### src/rtl/address_high_register.sv
`default_nettype none
// +--------------------------------------------------------------------------+
// | address_high_register                                                    |
// | Address-bus-high register with page-cross carry/borrow and fixup cycle.  |
// | Rev 1.0                                                                  |
// +--------------------------------------------------------------------------+
module address_high_register #(
   parameter int              WIDTH       = 8,
   parameter logic [WIDTH-1:0] RESET_VALUE = 8'hFF,
   parameter logic [WIDTH-1:0] STACK_PAGE  = 8'h01
) (
   input  logic             clk,
   input  logic             rst,
   input  logic             rdy,
   input  logic [WIDTH-1:0] aib_h,
   input  logic             load,
   input  logic             carry_in,
   input  logic             borrow,
   input  logic             fix_en,
   input  logic             inc,
   input  logic             zp_sel,
   input  logic             sp_sel,
   output logic [WIDTH-1:0] abh,
   output logic             fixup_busy,
   output logic             page_cross
);

   localparam logic [WIDTH-1:0] c_one  = {{(WIDTH-1){1'b0}}, 1'b1};
   localparam logic [WIDTH-1:0] c_zero = '0;

   typedef enum logic [0:0] {
      IDLE  = 1'b0,
      FIXUP = 1'b1
   } state_t;

   state_t           r_state;
   logic [WIDTH-1:0] r_abh;
   logic             r_dir;
   logic             r_page_cross;

   logic [WIDTH-1:0] w_aib_adj;
   logic [WIDTH-1:0] w_abh_fix;

   assign w_aib_adj = borrow ? (aib_h - c_one) : (aib_h + c_one);
   assign w_abh_fix = r_dir  ? (r_abh - c_one) : (r_abh + c_one);

   always_ff @(posedge clk or posedge rst) begin
      if (rst) begin
         r_state      <= IDLE;
         r_abh        <= RESET_VALUE;
         r_dir        <= 1'b0;
         r_page_cross <= 1'b0;
      end else if (rdy) begin
         case (r_state)
            IDLE: begin
               r_page_cross <= 1'b0;
               if (zp_sel) begin
                  r_abh <= c_zero;
               end else if (sp_sel) begin
                  r_abh <= STACK_PAGE;
               end else if (load && carry_in && fix_en) begin
                  // Uncorrected page goes out first; the carry lands next cycle.
                  r_abh        <= aib_h;
                  r_dir        <= borrow;
                  r_state      <= FIXUP;
                  r_page_cross <= 1'b1;
               end else if (load && carry_in) begin
                  r_abh        <= w_aib_adj;
                  r_page_cross <= 1'b1;
               end else if (load) begin
                  r_abh <= aib_h;
               end else if (inc) begin
                  r_abh        <= r_abh + c_one;
                  r_page_cross <= 1'b1;
               end
            end
            FIXUP: begin
               r_abh        <= w_abh_fix;
               r_page_cross <= 1'b0;
               r_state      <= IDLE;
            end
            default: begin
               r_state <= IDLE;
            end
         endcase
      end
   end

   assign abh        = r_abh;
   assign fixup_busy = (r_state == FIXUP);
   assign page_cross = r_page_cross;

endmodule
`default_nettype wire

### config.mk
export PLATFORM = sky130hd
export DESIGN_NAME = address_high_register
export DESIGN_NICKNAME = d
export VERILOG_FILES = /design/src/rtl/address_high_register.sv
export SDC_FILE = /design/constraint.sdc
export NUM_CORES = 1
export LEC_CHECK = 0
export BUFFER_PORTS_ARGS = -buffer_cell sky130_fd_sc_hd__buf_2
export CAP_MARGIN = 20
export CORE_MARGIN = 2
export CORE_UTILIZATION = 55
export DETAILED_ROUTE_END_ITERATION = 6
export HOLD_SLACK_MARGIN = 0.08
export PLACE_DENSITY = 0.8
export SLEW_MARGIN = 10
export SYNTH_ARGS = -nofsm -noshare
export SYNTH_HDL_FRONTEND = slang
export SYNTH_SLANG_ARGS = --single-unit
### constraint.sdc
create_clock -name clk -period 2.1 [get_ports clk]
set_input_delay 0.525 -clock clk [delete_from_list [all_inputs] [get_ports clk]]
set_output_delay 0.525 -clock clk [all_outputs]
set_load 0.02 [all_outputs]
==> impl_metrics.env, run 1 <==
export IMPL_swShare=0.399
export IMPL_ir_drop_mv=0.289
export IMPL_drv_slew=0
export IMPL_vias=1491
export IMPL_drcViolationCount=0
export IMPL_wl_met1_um=1630
export IMPL_yosys_register_bits=11
export IMPL_power_leakage_uw=0.000727
export IMPL_power_total_uw=765
export IMPL_fp_dieW_um=54.6
export IMPL_coreArea_mm2=0.00245
export IMPL_cap_violations=0
export IMPL_dr_pass1_iters=4
export IMPL_synth_cell_types=53
export IMPL_postCtsResizedCells=0
export IMPL_drt_iter0_drc=52
export IMPL_grt_max_degree=16
export IMPL_numCtsBuffers=3
export IMPL_syn_area_per_cell_um2=8.04
export IMPL_cp_arrival_ns=2.14
export IMPL_hpwl_um=2920
export IMPL_synth_edf_count=0
export IMPL_antenna_found_initial=0
export IMPL_tightest_slew_ns=0.526
export IMPL_critical_path_class="register to register"
export IMPL_gp_congestion=0.901
export IMPL_cts_max_level=1
export IMPL_clk_pin_slew_ns=0.08
export IMPL_wl_um=3780
export IMPL_fin_setup_tns_ns=0
export IMPL_async_flop_share=1.00
export IMPL_clkPwrFrac=0.206
export IMPL_syn_nets=202
export IMPL_grt_remaining_overflow=0
export IMPL_wl_met2_um=1900
export IMPL_final_common_cell="buf_2"
export IMPL_worstPathRequired_ns=2.30
export IMPL_p_int_uw=459
export IMPL_ys_seq_area_frac=0.203
export IMPL_ctsLongestPathBuffers=2
export IMPL_start_kind="register"
export IMPL_synth_ff_type="dfstp_2"
export IMPL_yosysWarnings=0
export IMPL_track_usage=0.286
export IMPL_min_path_type="input pin to asynchronous set/reset pin"
export IMPL_fin_crit_ns=1.93
export IMPL_rsz0062_at_grt="false"
export IMPL_post_cts_buffers=0
export IMPL_crit_start="abh[0]"
export IMPL_skew_ns=0.00558
export IMPL_switching_power_uw=306
export IMPL_hold_ws_ns=0.239
export IMPL_final_hold_viol_count=0
export IMPL_port_buffers=27
export IMPL_rows=18
export IMPL_critPathCaptureType="register"
export IMPL_clock_fmax_ghz=0.517
export IMPL_grt_pass1_wl_um=6220
export IMPL_initial_core_util=0.573
export IMPL_status="finished, final reports clean"
export IMPL_p_per_area_mw_per_mm2=476
export IMPL_netlist_area_mm2=0.00141
export IMPL_area_growth_pct=14.2
export IMPL_setup_viol=0
export IMPL_cts_root_buffer="clkbuf_4"
export IMPL_holdBufCountCts=0
export IMPL_routedWlPerCell_um=16.1
export IMPL_die_h_um=54.6
export IMPL_clkLatencyLatePin_ns=0.28
export IMPL_slew_headroom=0.646
export IMPL_drive_above_1_share=0.279
export IMPL_p_seq_frac=0.360
export IMPL_crit_reg2reg_launch="abh[0]"
export IMPL_design_die_area_mm2=0.00298
export IMPL_p_comb_frac=0.434
export IMPL_route_met3_wl_um=183
export IMPL_final_nets=232
export IMPL_cp_max_fo=8
export IMPL_cts_sinks=11
export IMPL_cts_tree="built"
export IMPL_grt_pass1_vias=1336
export IMPL_via_per_inst=6.37
export IMPL_ios=28
export IMPL_period_share=0.921
export IMPL_diodes=0
export IMPL_final_cell_mix="buf_2 (27), nand2_1 (16), o21ai_0 (12)"
export IMPL_routed_top_layer="met4"
export IMPL_synth_cells=175
export IMPL_postRouteAntennaNets=0
[Yosys cell counts (all sizes together) (5+ instances only)]
| master | count | area [um^2] |
|---|---|---|
| nand3 | 6 | 30.0 |
| buf | 7 | 47.5 |
| a31oi | 5 | 31.3 |
| o21ai | 13 | 65.1 |
| nand2b | 6 | 37.5 |
| nor2 | 7 | 26.3 |
| mux2i | 6 | 60.1 |
| inv | 10 | 37.5 |
| nand2 | 16 | 60.1 |
| nor3 | 9 | 45.0 |
| xor2 | 6 | 52.6 |
| o211ai | 5 | 37.5 |
| dfstp | 8 | 210 |
| a21oi | 9 | 45.0 |
| ha | 8 | 100 |
[per-stage QoR]
stage / util / setup WS (ns) / instance area (um^2) / cells
after global placement: 0.644 / -0.0380 / 1580 / 230
after detailed placement: 0.644 / -0.0739 / 1580 / 230
after floorplan: - / 0.236 / 1410 / 175
after CTS: 0.655 / 0.180 / 1610 / 234
after global routing: 0.655 / 0.0543 / 1610 / 234
final: 0.655 / 0.166 / 1610 / 234
[logic make-up (layout without fill, tap and decap cells)]
family / Yosys count / count (layout) / share of synthesized area
simple gates: 64 / 64 / 0.249
compound gates: 51 / 51 / 0.258
buf+inv: 20 / 49 / 0.0684
flops: 11 / 11 / 0.203
xor+xnor: 10 / 10 / 0.0622
mux: 10 / 10 / 0.0747
fa+ha+maj: 9 / 9 / 0.0853
[power groups by stage]
stage          logic [uW]  registers (uW)  clock network, uW
2_1_floorplan         227             280                  0
3_3_place_gp          311             276                  0
3_5_place_dp          327             277                  0
4_1_cts               328             275                155
5_1_grt               368             279                163
6_report              332             275                158
[path summary, 6_finish.rpt]
check	endpoint	cells after the start	slack [ns]
min in group clk	page_cross	2	0.53
worst min-delay path	fixup_busy	2	0.24
worst max-delay path	abh[6]	6	0.17
worst max register to register	abh[6]	6	0.17
max in group asynchronous	abh[2]	2	1.52
worst min register to register	page_cross	2	0.53
[critical path: stages (launching register included)]
cell and delay, ns:
dfstp_2 0.61, ha_1 0.26, and3_1 0.23, nand3_1 0.14, o32ai_1 0.17, mux2_2 0.37, o211ai_1 0.09
[registers in the layout (all words and copies together) (netlist names)]
name / cells
page_cross: 1
abh: 8
fixup_busy: 1
r_dir: 1
[routing by layer]
| layer | vias up | GRT usage |
|---|---|---|
| met5 | - | 0 |
| met4 | 0 | 0.0667 |
| met3 | 10 | 0.0301 |
| met2 | 55 | 0.496 |
| met1 | 712 | 0.376 |
| li1 | 714 | - |
[cell type report]
type / instances / area [um^2]
Multi-Input combinational cell: 144 / 1030
Fill cell: 219 / 847
Sequential cell: 11 / 285
Timing Repair Buffer: 35 / 195
Inverter: 10 / 37.5
Tap cell: 30 / 37.5
Clock buffer: 4 / 26.3
Note: power is estimated with default switching activity, not from simulation.
==> inputs of run 2 (changes only) <==
Settings changed: MAX_ROUTING_LAYER set to met4.
==> impl_metrics.env, run 2 (synthesis gave the netlist of run 1 again) <==
export IMPL_switching_power_uw=303
export IMPL_drcViolationCount=0
export IMPL_status="finished, final reports clean"
export IMPL_worstPathRequired_ns=2.31
export IMPL_final_cell_mix="buf_2 (27), nand2_1 (16), o21ai_0 (12)"
export IMPL_ir_drop_mv=0.332
export IMPL_antenna_found_initial=0
export IMPL_skew_ns=0.00761
export IMPL_hpwl_um=2820
export IMPL_coreArea_mm2=0.00245
export IMPL_routedWlPerCell_um=15.5
export IMPL_cts_tree="built"
export IMPL_pre_cts_ws_ns=-0.127
export IMPL_post_cts_buffers=0
export IMPL_critPathCaptureType="register"
export IMPL_drv_slew=0
export IMPL_cts_max_level=1
export IMPL_holdBufCountCts=0
export IMPL_postRouteAntennaNets=0
export IMPL_cap_violations=0
export IMPL_rows=18
export IMPL_wl_um=3650
export IMPL_postCtsResizedCells=0
export IMPL_slew_headroom=0.632
export IMPL_area_growth_pct=14.8
export IMPL_layout_setup_ws_ns=0.153
export IMPL_ios=28
export IMPL_diodes=0
export IMPL_p_seq_frac=0.361
export IMPL_dr_pass1_iters=5
export IMPL_final_common_cell="buf_2"
export IMPL_initial_core_util=0.573
export IMPL_grt_max_degree=19
export IMPL_period_share=0.927
export IMPL_track_usage=0.290
export IMPL_cts_root_buffer="clkbuf_4"
export IMPL_numCtsBuffers=3
export IMPL_p_int_uw=460
export IMPL_fillers=215
export IMPL_clk_pin_slew_ns=0.08
export IMPL_p_comb_frac=0.428
export IMPL_final_area_mm2=0.00162
export IMPL_gp_congestion=0.897
export IMPL_via_per_inst=6.23
export IMPL_die_h_um=54.6
export IMPL_swShare=0.397
export IMPL_fp_dieW_um=54.6
export IMPL_ctsLongestPathBuffers=2
export IMPL_rsz0062_at_grt="false"
export IMPL_design_die_area_mm2=0.00298
export IMPL_clkLatencyLatePin_ns=0.29
export IMPL_min_path_type="input pin to asynchronous set/reset pin"
export IMPL_tightest_slew_ns=0.547
export IMPL_placed_area_mm2=0.00159
export IMPL_clkPwrFrac=0.210
export IMPL_cp_arrival_ns=2.16
export IMPL_cts_sinks=11
export IMPL_drt_iter0_drc=48
export IMPL_vias=1463
export IMPL_setup_viol=0
export IMPL_critical_path_class="input pin to register"
export IMPL_power_leakage_uw=0.000732
export IMPL_clock_fmax_ghz=0.514
export IMPL_largest_reg_flops=8
export IMPL_grt_pass1_vias=1305
export IMPL_drive_above_1_share=0.283
export IMPL_grt_remaining_overflow=0
export IMPL_final_nets=233
export IMPL_start_kind="input pin"
export IMPL_p_per_area_mw_per_mm2=473
export IMPL_grt_pass1_wl_um=6090
export IMPL_cp_max_fo=6
export IMPL_fin_crit_ns=1.95
export IMPL_port_buffers=27
export IMPL_final_hold_viol_count=0
==> run 2: cell count changes in the layout (fill, tap and decap cells not counted), sizes merged <==
cell  before  now
buf       35   36
==> run 2: routing by layer <==
layer | vias up | GRT usage | wire length (um)
li1 | 715 | - | -
met1 | 702 | 0.375 | 1610
met2 | 41 | 0.468 | 1830
met3 | 5 | 0.0383 | 170
met4 | 0 | 0.0875 | 44
met5 | - | - | 0
==> run 2: metrics by stage <==
stage	total power, uW	TNS, ns	util	std cells	hold WS [ns]
final	763	0	0.658	235	0.229
after global routing	818	0	0.658	235	0.282
after CTS	757	0	0.658	235	0.263
after detailed placement	602	-0.183	0.647	231	0.515
after global placement	587	-0.0275	0.647	231	0.506
after floorplan	507	0	-	175	0.372
==> run 2: area by class of cell <==
class	count	area, um^2	share of cell area
multi-input cells	144	1030	0.635
flip-flops and latches	11	285	0.177
repair buffers	36	203	0.125
inverters	10	37.5	0.0232
well taps	30	37.5	0.0232
clock buffers	4	26.3	0.0163
==> run 2: worst paths after layout <==
check,start,end,slack [ns],cells after the start
min in group clk,zp_sel,abh[0],0.51,4
max reg2reg,abh[0],abh[6],0.17,6
min,rst,fixup_busy,0.23,2
max in group asynchronous,rst,abh[4],1.52,2
min reg2reg,page_cross,page_cross,0.52,2
max,borrow,abh[7],0.15,7
==> run 2: critical path, stage by stage <==
cell	delay (ns)
buf_2	0.16
ha_1	0.31
a211oi_1	0.22
nor2_1	0.09
o41ai_1	0.39
mux2i_1	0.15
a211o_1	0.31
==> run 2: power by group through the flow <==
stage	clock [uW]	sequential (uW)	combinational, uW
global placement	0	276	311
floorplan	0	280	227
finish	161	276	327
global route	172	281	365
detailed placement	0	278	324
CTS	156	274	326
